## src/rtl/ctrl_pipe_if.sv

```systemverilog
// Control-pipeline bus between the decode side and the pipeline control registers.
// The master drives ID-stage inputs; the slave (ctrl_pipe) returns the per-stage controls.
interface ctrl_pipe_if;
    logic [7:0]  ctrl_id;
    logic        valid_id;
    logic [4:0]  rd_id;
    logic [4:0]  rs1_id;
    logic [4:0]  rs2_id;
    logic        stall_in;
    logic        flush_ex;

    logic        alusrc_ex;
    logic [1:0]  aluop_ex;
    logic        branch_ex;
    logic        memread_mem;
    logic        memwrite_mem;
    logic        memtoreg_wb;
    logic        regwrite_wb;
    logic        valid_ex;
    logic        valid_mem;
    logic        valid_wb;
    logic [4:0]  rd_ex;
    logic [4:0]  rd_mem;
    logic [4:0]  rd_wb;
    logic        stall_id;
    logic [15:0] bubble_cnt;

    modport master (
        output ctrl_id, valid_id, rd_id, rs1_id, rs2_id, stall_in, flush_ex,
        input  alusrc_ex, aluop_ex, branch_ex, memread_mem, memwrite_mem,
               memtoreg_wb, regwrite_wb, valid_ex, valid_mem, valid_wb,
               rd_ex, rd_mem, rd_wb, stall_id, bubble_cnt
    );

    modport slave (
        input  ctrl_id, valid_id, rd_id, rs1_id, rs2_id, stall_in, flush_ex,
        output alusrc_ex, aluop_ex, branch_ex, memread_mem, memwrite_mem,
               memtoreg_wb, regwrite_wb, valid_ex, valid_mem, valid_wb,
               rd_ex, rd_mem, rd_wb, stall_id, bubble_cnt
    );
endinterface

```

## src/rtl/ctrl_pipe.sv

```systemverilog
// ID/EX, EX/MEM, MEM/WB control-word pipeline with bubble insertion, flush and stall.
// Define CTRL_PIPE_HAZARD_EN to add internal load-use hazard detection.
module ctrl_pipe (
    input  logic         clk,
    input  logic         rst,
    ctrl_pipe_if.slave   bus
);

    typedef struct packed {
        logic [7:0] ctrl;   // [7] alusrc [6] memtoreg [5] regwrite [4] memread [3] memwrite [2] branch [1:0] aluop
        logic       valid;
        logic [4:0] rd;
    } stage_t;

    localparam stage_t STAGE_EMPTY = '0;

    stage_t      id_ex_q,  id_ex_d;
    stage_t      ex_mem_q, ex_mem_d;
    stage_t      mem_wb_q, mem_wb_d;
    logic [15:0] bubble_cnt_q, bubble_cnt_d;

    logic        hazard;
    logic        stall_cond;
    logic        bubble;

`ifdef CTRL_PIPE_HAZARD_EN
    // A load sitting in EX whose destination is read by the ID instruction.
    assign hazard = id_ex_q.valid & id_ex_q.ctrl[4] & (id_ex_q.rd != 5'd0) & bus.valid_id &
                    ((id_ex_q.rd == bus.rs1_id) | (id_ex_q.rd == bus.rs2_id));
`else
    assign hazard = 1'b0;
    logic unused_src;
    assign unused_src = ^{bus.rs1_id, bus.rs2_id};
`endif

    assign stall_cond = bus.stall_in | hazard;
    // Flush wins over a stall but both insert exactly one bubble.
    assign bubble     = bus.flush_ex | stall_cond;

    always_comb begin
        // NOTE: every always_comb output is given a default first so no path leaves it unassigned (no latch).
        id_ex_d      = STAGE_EMPTY;
        ex_mem_d     = id_ex_q;
        mem_wb_d     = ex_mem_q;
        bubble_cnt_d = bubble_cnt_q;

        if (!bubble) begin
            id_ex_d.ctrl  = bus.valid_id ? bus.ctrl_id : 8'h00;
            id_ex_d.valid = bus.valid_id;
            id_ex_d.rd    = bus.rd_id;
        end

        if (bubble && (bubble_cnt_q != 16'hFFFF)) begin
            bubble_cnt_d = bubble_cnt_q + 16'd1;
        end
    end

    // NOTE: sequential state uses non-blocking assignments so every register samples pre-edge values.
    always_ff @(posedge clk or posedge rst) begin
        if (rst) begin
            id_ex_q      <= STAGE_EMPTY;
            ex_mem_q     <= STAGE_EMPTY;
            mem_wb_q     <= STAGE_EMPTY;
            bubble_cnt_q <= 16'd0;
        end else begin
            id_ex_q      <= id_ex_d;
            ex_mem_q     <= ex_mem_d;
            mem_wb_q     <= mem_wb_d;
            bubble_cnt_q <= bubble_cnt_d;
        end
    end

    // Stage outputs come straight from the pipeline registers.
    assign bus.alusrc_ex    = id_ex_q.ctrl[7];
    assign bus.branch_ex    = id_ex_q.ctrl[2];
    assign bus.aluop_ex     = id_ex_q.ctrl[1:0];
    assign bus.valid_ex     = id_ex_q.valid;
    assign bus.rd_ex        = id_ex_q.rd;

    assign bus.memread_mem  = ex_mem_q.ctrl[4];
    assign bus.memwrite_mem = ex_mem_q.ctrl[3];
    assign bus.valid_mem    = ex_mem_q.valid;
    assign bus.rd_mem       = ex_mem_q.rd;

    assign bus.memtoreg_wb  = mem_wb_q.ctrl[6];
    assign bus.regwrite_wb  = mem_wb_q.ctrl[5];
    assign bus.valid_wb     = mem_wb_q.valid;
    assign bus.rd_wb        = mem_wb_q.rd;

    assign bus.bubble_cnt   = bubble_cnt_q;

    // Held low during reset so the front end never freezes on a stale request.
    assign bus.stall_id     = stall_cond & ~bus.flush_ex & ~rst;

    // Control bits that travel with the word but are consumed in other stages.
    logic unused_ctrl;
    assign unused_ctrl = ^{id_ex_q.ctrl[6:3], ex_mem_q.ctrl[7:5], ex_mem_q.ctrl[2:0],
                           mem_wb_q.ctrl[7], mem_wb_q.ctrl[4:0]};

endmodule

```

## src/flat_wrapper.sv

```systemverilog
// flat-port wrapper written by rule: the top's interface ports become plain ports
module ctrl_pipe_flat 
  (clk, rst, bus_ctrl_id, bus_valid_id, bus_rd_id, bus_rs1_id, bus_rs2_id, bus_stall_in, bus_flush_ex, bus_alusrc_ex, bus_aluop_ex, bus_branch_ex, bus_memread_mem, bus_memwrite_mem, bus_memtoreg_wb, bus_regwrite_wb, bus_valid_ex, bus_valid_mem, bus_valid_wb, bus_rd_ex, bus_rd_mem, bus_rd_wb, bus_stall_id, bus_bubble_cnt);
  ctrl_pipe_if bus_i ();
  input  logic clk;
  input  logic rst;
  input wire logic [$bits(bus_i.ctrl_id)-1:0] bus_ctrl_id;
  input wire logic [$bits(bus_i.valid_id)-1:0] bus_valid_id;
  input wire logic [$bits(bus_i.rd_id)-1:0] bus_rd_id;
  input wire logic [$bits(bus_i.rs1_id)-1:0] bus_rs1_id;
  input wire logic [$bits(bus_i.rs2_id)-1:0] bus_rs2_id;
  input wire logic [$bits(bus_i.stall_in)-1:0] bus_stall_in;
  input wire logic [$bits(bus_i.flush_ex)-1:0] bus_flush_ex;
  output wire logic [$bits(bus_i.alusrc_ex)-1:0] bus_alusrc_ex;
  output wire logic [$bits(bus_i.aluop_ex)-1:0] bus_aluop_ex;
  output wire logic [$bits(bus_i.branch_ex)-1:0] bus_branch_ex;
  output wire logic [$bits(bus_i.memread_mem)-1:0] bus_memread_mem;
  output wire logic [$bits(bus_i.memwrite_mem)-1:0] bus_memwrite_mem;
  output wire logic [$bits(bus_i.memtoreg_wb)-1:0] bus_memtoreg_wb;
  output wire logic [$bits(bus_i.regwrite_wb)-1:0] bus_regwrite_wb;
  output wire logic [$bits(bus_i.valid_ex)-1:0] bus_valid_ex;
  output wire logic [$bits(bus_i.valid_mem)-1:0] bus_valid_mem;
  output wire logic [$bits(bus_i.valid_wb)-1:0] bus_valid_wb;
  output wire logic [$bits(bus_i.rd_ex)-1:0] bus_rd_ex;
  output wire logic [$bits(bus_i.rd_mem)-1:0] bus_rd_mem;
  output wire logic [$bits(bus_i.rd_wb)-1:0] bus_rd_wb;
  output wire logic [$bits(bus_i.stall_id)-1:0] bus_stall_id;
  output wire logic [$bits(bus_i.bubble_cnt)-1:0] bus_bubble_cnt;
  assign bus_i.ctrl_id = bus_ctrl_id;
  assign bus_i.valid_id = bus_valid_id;
  assign bus_i.rd_id = bus_rd_id;
  assign bus_i.rs1_id = bus_rs1_id;
  assign bus_i.rs2_id = bus_rs2_id;
  assign bus_i.stall_in = bus_stall_in;
  assign bus_i.flush_ex = bus_flush_ex;
  assign bus_alusrc_ex = bus_i.alusrc_ex;
  assign bus_aluop_ex = bus_i.aluop_ex;
  assign bus_branch_ex = bus_i.branch_ex;
  assign bus_memread_mem = bus_i.memread_mem;
  assign bus_memwrite_mem = bus_i.memwrite_mem;
  assign bus_memtoreg_wb = bus_i.memtoreg_wb;
  assign bus_regwrite_wb = bus_i.regwrite_wb;
  assign bus_valid_ex = bus_i.valid_ex;
  assign bus_valid_mem = bus_i.valid_mem;
  assign bus_valid_wb = bus_i.valid_wb;
  assign bus_rd_ex = bus_i.rd_ex;
  assign bus_rd_mem = bus_i.rd_mem;
  assign bus_rd_wb = bus_i.rd_wb;
  assign bus_stall_id = bus_i.stall_id;
  assign bus_bubble_cnt = bus_i.bubble_cnt;
  ctrl_pipe u_core (.clk(clk), .rst(rst), .bus(bus_i));
endmodule
```

## config.mk

```make
export PLATFORM = sky130hd
export DESIGN_NAME = ctrl_pipe_flat
export DESIGN_NICKNAME = d
export VERILOG_FILES = /design/src/rtl/ctrl_pipe_if.sv /design/src/rtl/ctrl_pipe.sv /design/src/flat_wrapper.sv
export SDC_FILE = /design/constraint.sdc
export NUM_CORES = 1
export LEC_CHECK = 0
export CAP_MARGIN = 5
export CORE_MARGIN = 2
export CORE_UTILIZATION = 43
export CTS_CLUSTER_DIAMETER = 80
export DETAILED_ROUTE_END_ITERATION = 12
export PLACE_DENSITY = 0.79
export SYNTH_ARGS = -nofsm -noshare
export SYNTH_HDL_FRONTEND = slang
export SYNTH_SLANG_ARGS = --single-unit
```

## constraint.sdc

```tcl
create_clock -name clk -period 3.9 [get_ports clk]
set_clock_uncertainty 0.1 [all_clocks]
set_input_delay 0.78 -clock clk [delete_from_list [all_inputs] [get_ports clk]]
set_output_delay 0.78 -clock clk [all_outputs]
set_load 0.05 [all_outputs]
```

==> metrics.cfg, run 1 <==
[drt]
routed_wl_mm = 3.50
wire_per_inst_um = 15.0
drt_first_iter_violations = 89
drc = 0
dr.pass1.iters = 6
viasPerCell = 4.89
ant_nets = 0
vias = 1144

[timing]
worst_pin_slew_ns = 0.949
tns_ns = 0
post-route-period-util_pct = 84.3
final-max-slew-violation-count = 0
finalSetupViolations = 0
maxSlewHeadroom_pct = 36.7
fin_crit_ns = 3.29
fmax_mhz = 304
grt_setup_unrepaired = false
hold_violations = 0

[worst_hold_path]
hold_class = register to register
hold_depth = 0

[cts]
postCtsHoldBufs = 0
cts_made_buffers = 5
cts.sinks = 48
h-tree-depth = 2
cts_resized = 0
post_cts_buffers = 0
cts.reportedPaths.clkPinSlew_ns = 0.09
cts_tree = done
cts-root-buf = clkbuf_8
clockBufferDepth = 2
insertion_delay_ns = 0.29

[synthesis]
syn-instance-count = 129
synth_area_per_cell_um2 = 13.9
synthDistinctLibCells = 28
synth_nets = 158
synth_edf_count = 0
postSynth.asyncResetShare_pct = 100
synth.yosys.seq_area_share_pct = 67.1
synth_flop_cell = dfrtp_1
synth-seq-cells = 48
synth_warnings = 0
synthesis.area_um2 = 1790

[worst_setup_path]
reg2reg_depth = 5
critPathKind = input port to output pin
path_max_fanout = 4
cp-end-kind = output pin
cp_cell_sequence = clkdlybuf4s50_1 -> nor3b_1 -> clkdlybuf4s50_1
path_common_cell = clkdlybuf4s50_1
worstPathRequired_ns = 3.02
cp_slowest_cell = clkdlybuf4s50_1
cp.arrival_ns = 2.41
crit_path_start_kind = input port
max_stage_delay_ns = 0.87

[finish]
final_cell_mix = clkdlybuf4s50_1, dfrtp_1, xor2_1, and3_1
regArea_um2 = 1200
fillers = 299
drive_above_1_share_pct = 9.24
n_antenna_cell = 0
nets = 212
multiInputGateArea_um2 = 487
instances_no_fill = 234
area_delta_synth_final_pct = 38.3
final_common_cell = clkdlybuf4s50_1

[place]
place_inst = 226
dp_hpwl_mm = 2.62
port_buffers = 60
place.gp.congestion = 0.798

[grt]
overflow = 0
grt_use_total_pct = 16.0
antenna_found_initial = 0
grt_pass1_vias = 1103
grt_pass1_wl_mm = 5.42
grt_max_degree = 49

[die]
initial_utilization_pct = 44.7
die_w_um = 68.5
ios = 71
die-area_um2 = 4690
die_h_um = 68.5
core.rowCount = 23
coreArea_um2 = 4000

[power]
ir_drop_mv = 0.452
p_per_area_nw_per_um2 = 559
p_leak_nw = 1.17

[status]
outcome = finished clean

[run]
maxCapViolCount = 0

through the flow:
step	utilization [%]	instance area (um2)	power [mW]	setup slack, ns	hold WS (ns)
CTS	61.8	2470	1.40	0.632	0.255
global placement	59.0	2360	1.02	0.709	0.234
global route	61.8	2470	1.44	0.606	0.273
detailed placement	59.0	2360	1.04	0.634	0.235
finish	61.8	2470	1.38	0.611	0.254
floorplan	-	1790	0.892	1.08	0.231
layout make-up:
type | count | share of cell area [%]
repair buffers | 60 | 24.3
clock inverters | 3 | 1.87
well taps | 50 | 2.53
multi-input cells | 66 | 19.7
inverters | 2 | 0.303
flip-flops and latches | 48 | 48.6
clock buffers | 5 | 2.78
registers in the layout, indices dropped and copies added (netlist names):
name                     flops
u_core.bus.rd_ex             5
u_core.bus.valid_ex          1
u_core.bus.valid_mem         1
u_core.bus.alusrc_ex         1
u_core.bus.rd_mem            5
u_core.bus.memwrite_mem      1
u_core.bus.regwrite_wb       1
u_core.ex_mem_q              2
u_core.bus.valid_wb          1
u_core.bus.bubble_cnt       16
u_core.bus.rd_wb             5
u_core.bus.memtoreg_wb       1
u_core.bus.branch_ex         1
u_core.ex_mem_d              4
u_core.bus.aluop_ex          2
u_core.bus.memread_mem       1
routing by layer:
metal | track usage (%) | up-vias | wire length (um)
met5 | 0 | - | 0
met4 | 4.50 | 0 | 18
met3 | 3.90 | 2 | 211
met2 | 27.0 | 51 | 1850
met1 | 20.4 | 557 | 1420
li1 | - | 534 | -
synthesized netlist by cell type, types with 2 or more instances:
cell,instances,area [um2]
nor3_1,4,20.0
xnor2_1,2,17.5
nor2_1,5,18.8
nand3_1,3,15.0
nand2_1,6,22.5
buf_4,12,90.1
and3_1,8,50.1
nor3b_1,2,15.0
nor4_1,3,18.8
xor2_1,12,105
inv_1,2,7.51
nand4_1,2,12.5
and2_1,6,37.5
dfrtp_1,48,1200
worst paths after layout:
path | start | endpoint | slack (ns)
worst min register to register | u_core.ex_mem_d[12] | u_core.ex_mem_q[12] | 0.25
min in group asynchronous | rst | u_core.bus.bubble_cnt[1] | 0.95
worst min-delay path | u_core.ex_mem_d[12] | u_core.ex_mem_q[12] | 0.25
worst max-delay path | bus_stall_in | bus_stall_id | 0.61
max in group asynchronous | rst | u_core.bus.rd_wb[0] | 2.16
worst max register to register | u_core.bus.bubble_cnt[0] | u_core.bus.bubble_cnt[1] | 1.85
power by group:
group          leakage, nW  internal, mW  total [mW]  switching, mW
registers            0.640         0.548       0.623         0.0747
clock network       0.0548         0.193       0.354          0.161
logic                0.470         0.148       0.405          0.256
total                 1.17         0.890        1.38          0.492
cells by family (layout without fill, tap and decap cells):
logic type	count (synthesis)	after routing	share of synthesized area, %
fa+ha+maj	1	1	0.699
mux	1	1	0.839
buf+inv	15	70	5.66
xor+xnor	14	14	6.85
simple gates	46	46	16.9
compound gates	4	4	1.96
flops	48	48	67.1
critical path, delay by kind of cell:
kind                   cells  cell delay [ns]
buffers and inverters      2             1.38
AND/OR/NAND/NOR            1             0.24
Power figures use the tool's default switching activity.
==> run 2, diff against run 1 <==
--- a/config.mk
+++ b/config.mk
@@ -7,10 +7,10 @@
 export LEC_CHECK = 0
 export CAP_MARGIN = 5
 export CORE_MARGIN = 2
-export CORE_UTILIZATION = 43
+export CORE_UTILIZATION = 38
 export CTS_CLUSTER_DIAMETER = 80
 export DETAILED_ROUTE_END_ITERATION = 12
-export PLACE_DENSITY = 0.79
+export PLACE_DENSITY = 0.74
 export SYNTH_ARGS = -nofsm -noshare
 export SYNTH_HDL_FRONTEND = slang
 export SYNTH_SLANG_ARGS = --single-unit
==> constraint.sdc (replaced) <==
create_clock -name clk -period 2.9 [get_ports clk]
set_clock_uncertainty 0.1 [all_clocks]
set_input_delay 0.58 -clock clk [delete_from_list [all_inputs] [get_ports clk]]
set_output_delay 0.58 -clock clk [all_outputs]
set_load 0.05 [all_outputs]
==> run 2 against run 1 <==
Effect of this change: routed wire length rose by 0.46%; sequential share of layout area is 0.34 points lower; die area grew 12%; total power grew 30%; final cell count up 2.1%; critical endpoint is now bus_bubble_cnt[7]; highest routed layer unchanged.
==> metrics.cfg, run 2 (synthesis gave the netlist of run 1 again) <==
[cts]
insertion_delay_ns = 0.30
cts_tree = done
cts.reportedPaths.clkPinSlew_ns = 0.09
cts_made_buffers = 5
cts.sinks = 48
post_cts_buffers = 0
cts_resized = 0
clockBufferDepth = 2
cts-root-buf = clkbuf_8
postCtsHoldBufs = 0
h-tree-depth = 2

[timing]
finalSetupViolations = 0
tns_ns = 0
hold_violations = 0
grt_setup_unrepaired = false
fin_crit_ns = 2.39
fmax_mhz = 418
post-route-period-util_pct = 82.6
final-max-slew-violation-count = 0
worst_pin_slew_ns = 0.746
maxSlewHeadroom_pct = 49.8

[grt]
antenna_found_initial = 0
overflow = 0
grt_use_total_pct = 14.4
grt_pass1_wl_mm = 5.75
grt_pass1_vias = 1213
grt_max_degree = 30

[power]
p_leak_nw = 1.17
totalPowerFinal_mw = 1.80
ir_drop_mv = 0.759
p_per_area_nw_per_um2 = 721

[finish]
area_delta_synth_final_pct = 39.2
drive_above_1_share_pct = 11.2
multiInputGateArea_um2 = 487
fillers = 364
design_area_um2 = 2490
largest_reg_flops = 16
n_antenna_cell = 0
final_cell_mix = clkdlybuf4s50_1, dfrtp_1, xor2_1, and3_1
instances_no_fill = 239
final_common_cell = clkdlybuf4s50_1
finish.utilization_pct = 56.1
regArea_um2 = 1200
nets = 215

[worst_setup_path]
crit_buf_inv = 1
crit_path_start_kind = register
cp_cell_sequence = clkdlybuf4s50_1
cp.arrival_ns = 1.71
worst_path_dominant_cell_family = buffers and inverters
critPathKind = register to output pin
max_stage_delay_ns = 0.87
worstPathRequired_ns = 2.22
path_max_fanout = 7
cp-end-kind = output pin
cp_slowest_cell = clkdlybuf4s50_1

[die]
coreArea_um2 = 4440
initial_utilization_pct = 40.3
die_h_um = 72.6
core.rowCount = 24
die-area_um2 = 5270
die_w_um = 72.6
ios = 71

[drt]
viasPerCell = 4.90
vias = 1170
ant_nets = 0
drc = 0
wire_per_inst_um = 14.7
dr.pass1.iters = 4
drt_first_iter_violations = 56
routed_wl_mm = 3.52

[worst_hold_path]
hold_class = register to register

[run]
maxCapViolCount = 0

[place]
place_inst = 231
dpl_cell_area_um2 = 2390
dp_hpwl_mm = 2.60
place.gp.congestion = 0.786
port_buffers = 60

[status]
outcome = finished clean

==> run 2: cell count changes in the layout (fill, tap and decap cells not counted) <==
cell / delta
inv_6: -1
clkbuf_8: +1
buf_12: +1
bufinv_16: -1
clkdlybuf4s50_1: -1
clkinvlp_4: +1
buf_4: +3
==> run 2: final cells by class <==
type	count	area share [%]
clock buffer	6	3.31
clock inverter	2	0.603
inverter	2	0.301
multi-input combinational	66	19.5
sequential	48	48.2
tap	52	2.61
timing repair buffer	63	25.4
==> run 2: path summary, 6_finish.rpt <==
| path | cells past startpoint | from | slack [ns] | end |
|---|---|---|---|---|
| worst max register to register | 5 | u_core.bus.bubble_cnt[0] | 0.87 | u_core.bus.bubble_cnt[1] |
| max in group asynchronous | 3 | rst | 1.51 | u_core.bus.rd_wb[1] |
| worst min register to register | 0 | u_core.ex_mem_q[11] | 0.26 | u_core.bus.regwrite_wb |
| min in group asynchronous | 2 | rst | 0.60 | u_core.bus.bubble_cnt[5] |
| worst max-delay path | 1 | u_core.bus.bubble_cnt[7] | 0.51 | bus_bubble_cnt[7] |
| worst min-delay path | 0 | u_core.ex_mem_q[11] | 0.26 | u_core.bus.regwrite_wb |
==> run 2: routing by layer <==
metal | vias up | GRT usage (%) | part of all wire [%]
met4 | 0 | 5.56 | 1.6
met2 | 61 | 25.1 | 50
met1 | 566 | 16.8 | 40
li1 | 536 | - | -
met3 | 7 | 4.01 | 8.3
met5 | - | 0 | 0
==> run 2: where the power goes <==
| group | internal (mW) | switching, mW | total (mW) |
|---|---|---|---|
| clock network | 0.193 | 0.216 | 0.409 |
| registers | 0.737 | 0.102 | 0.839 |
| logic | 0.204 | 0.344 | 0.547 |
==> run 2: metrics by stage <==
step           worst slack (ns)  hold WS, ns
3_5_place_dp              0.410        0.238
2_1_floorplan             0.482        0.231
5_1_grt                   0.438        0.267
3_3_place_gp              0.496        0.231
4_1_cts                   0.477        0.258
6_report                  0.505        0.256
==> run 3, diff against run 2 <==
==> constraint.sdc (replaced) <==
create_clock -name clk -period 2.05 [get_ports clk]
set_clock_uncertainty 0.1 [all_clocks]
set_input_delay 0.41 -clock clk [delete_from_list [all_inputs] [get_ports clk]]
set_output_delay 0.41 -clock clk [all_outputs]
set_load 0.05 [all_outputs]
==> run 3 against run 2 <==
Effect of this change: clock-buffer cell count did not move; clock power rose by 43%; worst setup slack got worse by 0.43 ns.
==> metrics.cfg, run 3 (synthesis gave the netlist of run 1 again) <==
[cts]
cts_made_buffers = 5
cts_tree = done
cts.sinks = 48
cts_resized = 0
postCtsHoldBufs = 0
h-tree-depth = 2
clockBufferDepth = 2
cts.reportedPaths.clkPinSlew_ns = 0.09
cts-root-buf = clkbuf_8
insertion_delay_ns = 0.30
post_cts_buffers = 0

[worst_setup_path]
crit_path_start_kind = register
path_max_fanout = 2
r2r-start = u_core.bus.bubble_cnt[0]
cp_slowest_cell = clkdlybuf4s50_1
r2r_end = u_core.bus.bubble_cnt[13]
startpoint = u_core.bus.valid_ex
crit_buf_inv = 1
critPathKind = register to output pin
cp_cell_sequence = clkdlybuf4s50_1
cp-end-kind = output pin
max_stage_delay_ns = 0.80
worst_path_dominant_cell_family = buffers and inverters
worstPathRequired_ns = 1.54
cp.arrival_ns = 1.46
worstSetupEndpoint = bus_valid_ex
cp.depth = 1
r2r_slack_ns = 0.18
reg2reg_depth = 6

[place]
place.gp.congestion = 0.841
dpl_cell_area_um2 = 2410
dp_hpwl_mm = 2.63
post-place-ws_ns = -0.106
port_buffers = 60

[die]
ios = 71
core.rowCount = 24
initial_utilization_pct = 40.3
coreArea_um2 = 4440
die-area_um2 = 5270
die_h_um = 72.6
die_w_um = 72.6

[finish]
final_common_cell = dfrtp_1
design_area_um2 = 2510
final_cell_mix = dfrtp_1, clkdlybuf4s50_1, buf_4, xor2_1, and3_1
area_delta_synth_final_pct = 40.5
largest_reg_flops = 16
n_antenna_cell = 0
nets = 220
drive_above_1_share_pct = 24.0
fillers = 355

[power]
p_per_area_nw_per_um2 = 1010
p_leak_nw = 1.23
totalPowerFinal_mw = 2.55
ir_drop_mv = 0.827

[timing]
hold_violations = 0
tns_ns = 0
finalSetupViolations = 0
post-route-period-util_pct = 96.2
final-max-slew-violation-count = 0
post-route-worst-setup-slack_ns = 0.0784
fin_crit_ns = 1.97
worst_pin_slew_ns = 0.505
maxSlewHeadroom_pct = 66.3
grt_setup_unrepaired = false
fmax_mhz = 507

[drt]
wire_per_inst_um = 14.6
ant_nets = 0
viasPerCell = 4.74
routed_wl_mm = 3.55
vias = 1157
dr.pass1.iters = 4
drc = 0
drt_first_iter_violations = 56

[status]
outcome = finished clean

[grt]
grt_pass1_wl_mm = 5.88
grt_max_degree = 33
antenna_found_initial = 0
grt_use_total_pct = 14.6
grt_pass1_vias = 1203
overflow = 0

[run]
maxCapViolCount = 0

[worst_hold_path]
hold_class = register to register

run 3: changes by cell type in the layout (fill, tap and decap cells not counted), sizes merged:
cell	previous run	this run
buf	4	25
clkdlybuf4s50	59	43
run 3: per-layer routing:
metal  routed length [um]  part of all wire [%]  GRT usage [%]
met5                    0                     0              0
met3                  203                   5.7           4.28
met1                 1530                    43           18.4
met2                 1780                    50           24.6
met4                   42                   1.2           3.70
run 3: layout make-up:
type	count	area (um2)	share of cell area (%)
inverters	2	7.51	0.299
clock buffers	6	82.6	3.29
multi-input cells	66	497	19.8
clock inverters	2	15.0	0.597
well taps	52	65.1	2.59
repair buffers	68	643	25.6
flip-flops and latches	48	1200	47.9
run 3: worst min-delay path by stage:
| stage | startpoint | endpoint | slack [ns] | depth (start not counted) |
|---|---|---|---|---|
| 5_1_grt | u_core.ex_mem_q[11] | u_core.bus.regwrite_wb | 0.26 | 0 |
| 3_3_place_gp | u_core.ex_mem_q[12] | u_core.bus.memtoreg_wb | 0.23 | 0 |
| 6_report | u_core.ex_mem_d[10] | u_core.bus.memread_mem | 0.25 | 0 |
| 2_1_floorplan | u_core.ex_mem_d[10] | u_core.bus.memread_mem | 0.23 | 0 |
| 3_5_place_dp | u_core.ex_mem_d[10] | u_core.bus.memread_mem | 0.24 | 0 |
| 4_1_cts | u_core.ex_mem_d[10] | u_core.bus.memread_mem | 0.25 | 0 |
run 3: metrics by stage:
step / hold WS (ns) / std cells / util (%)
finish: 0.254 / 244 / 56.6
global route: 0.260 / 244 / 56.6
CTS: 0.255 / 244 / 56.4
detailed placement: 0.236 / 236 / 54.3
global placement: 0.231 / 236 / 54.3
floorplan: 0.231 / 129 / -
run 3: power breakdown:
part	switching, mW	leakage (nW)	internal [mW]	total [mW]
Combinational	0.497	0.545	0.279	0.776
Clock	0.313	0.0434	0.273	0.586
Sequential	0.136	0.638	1.05	1.18
Total	0.946	1.23	1.60	2.55
run 3: worst reg2reg max path: cells and delay by family (launching register included):
family | cells | cell delay (ns)
buf+inv | 1 | 0.22
xor+xnor | 1 | 0.14
flops | 1 | 0.41
fa+ha+maj | 1 | 0.20
simple gates | 3 | 0.66
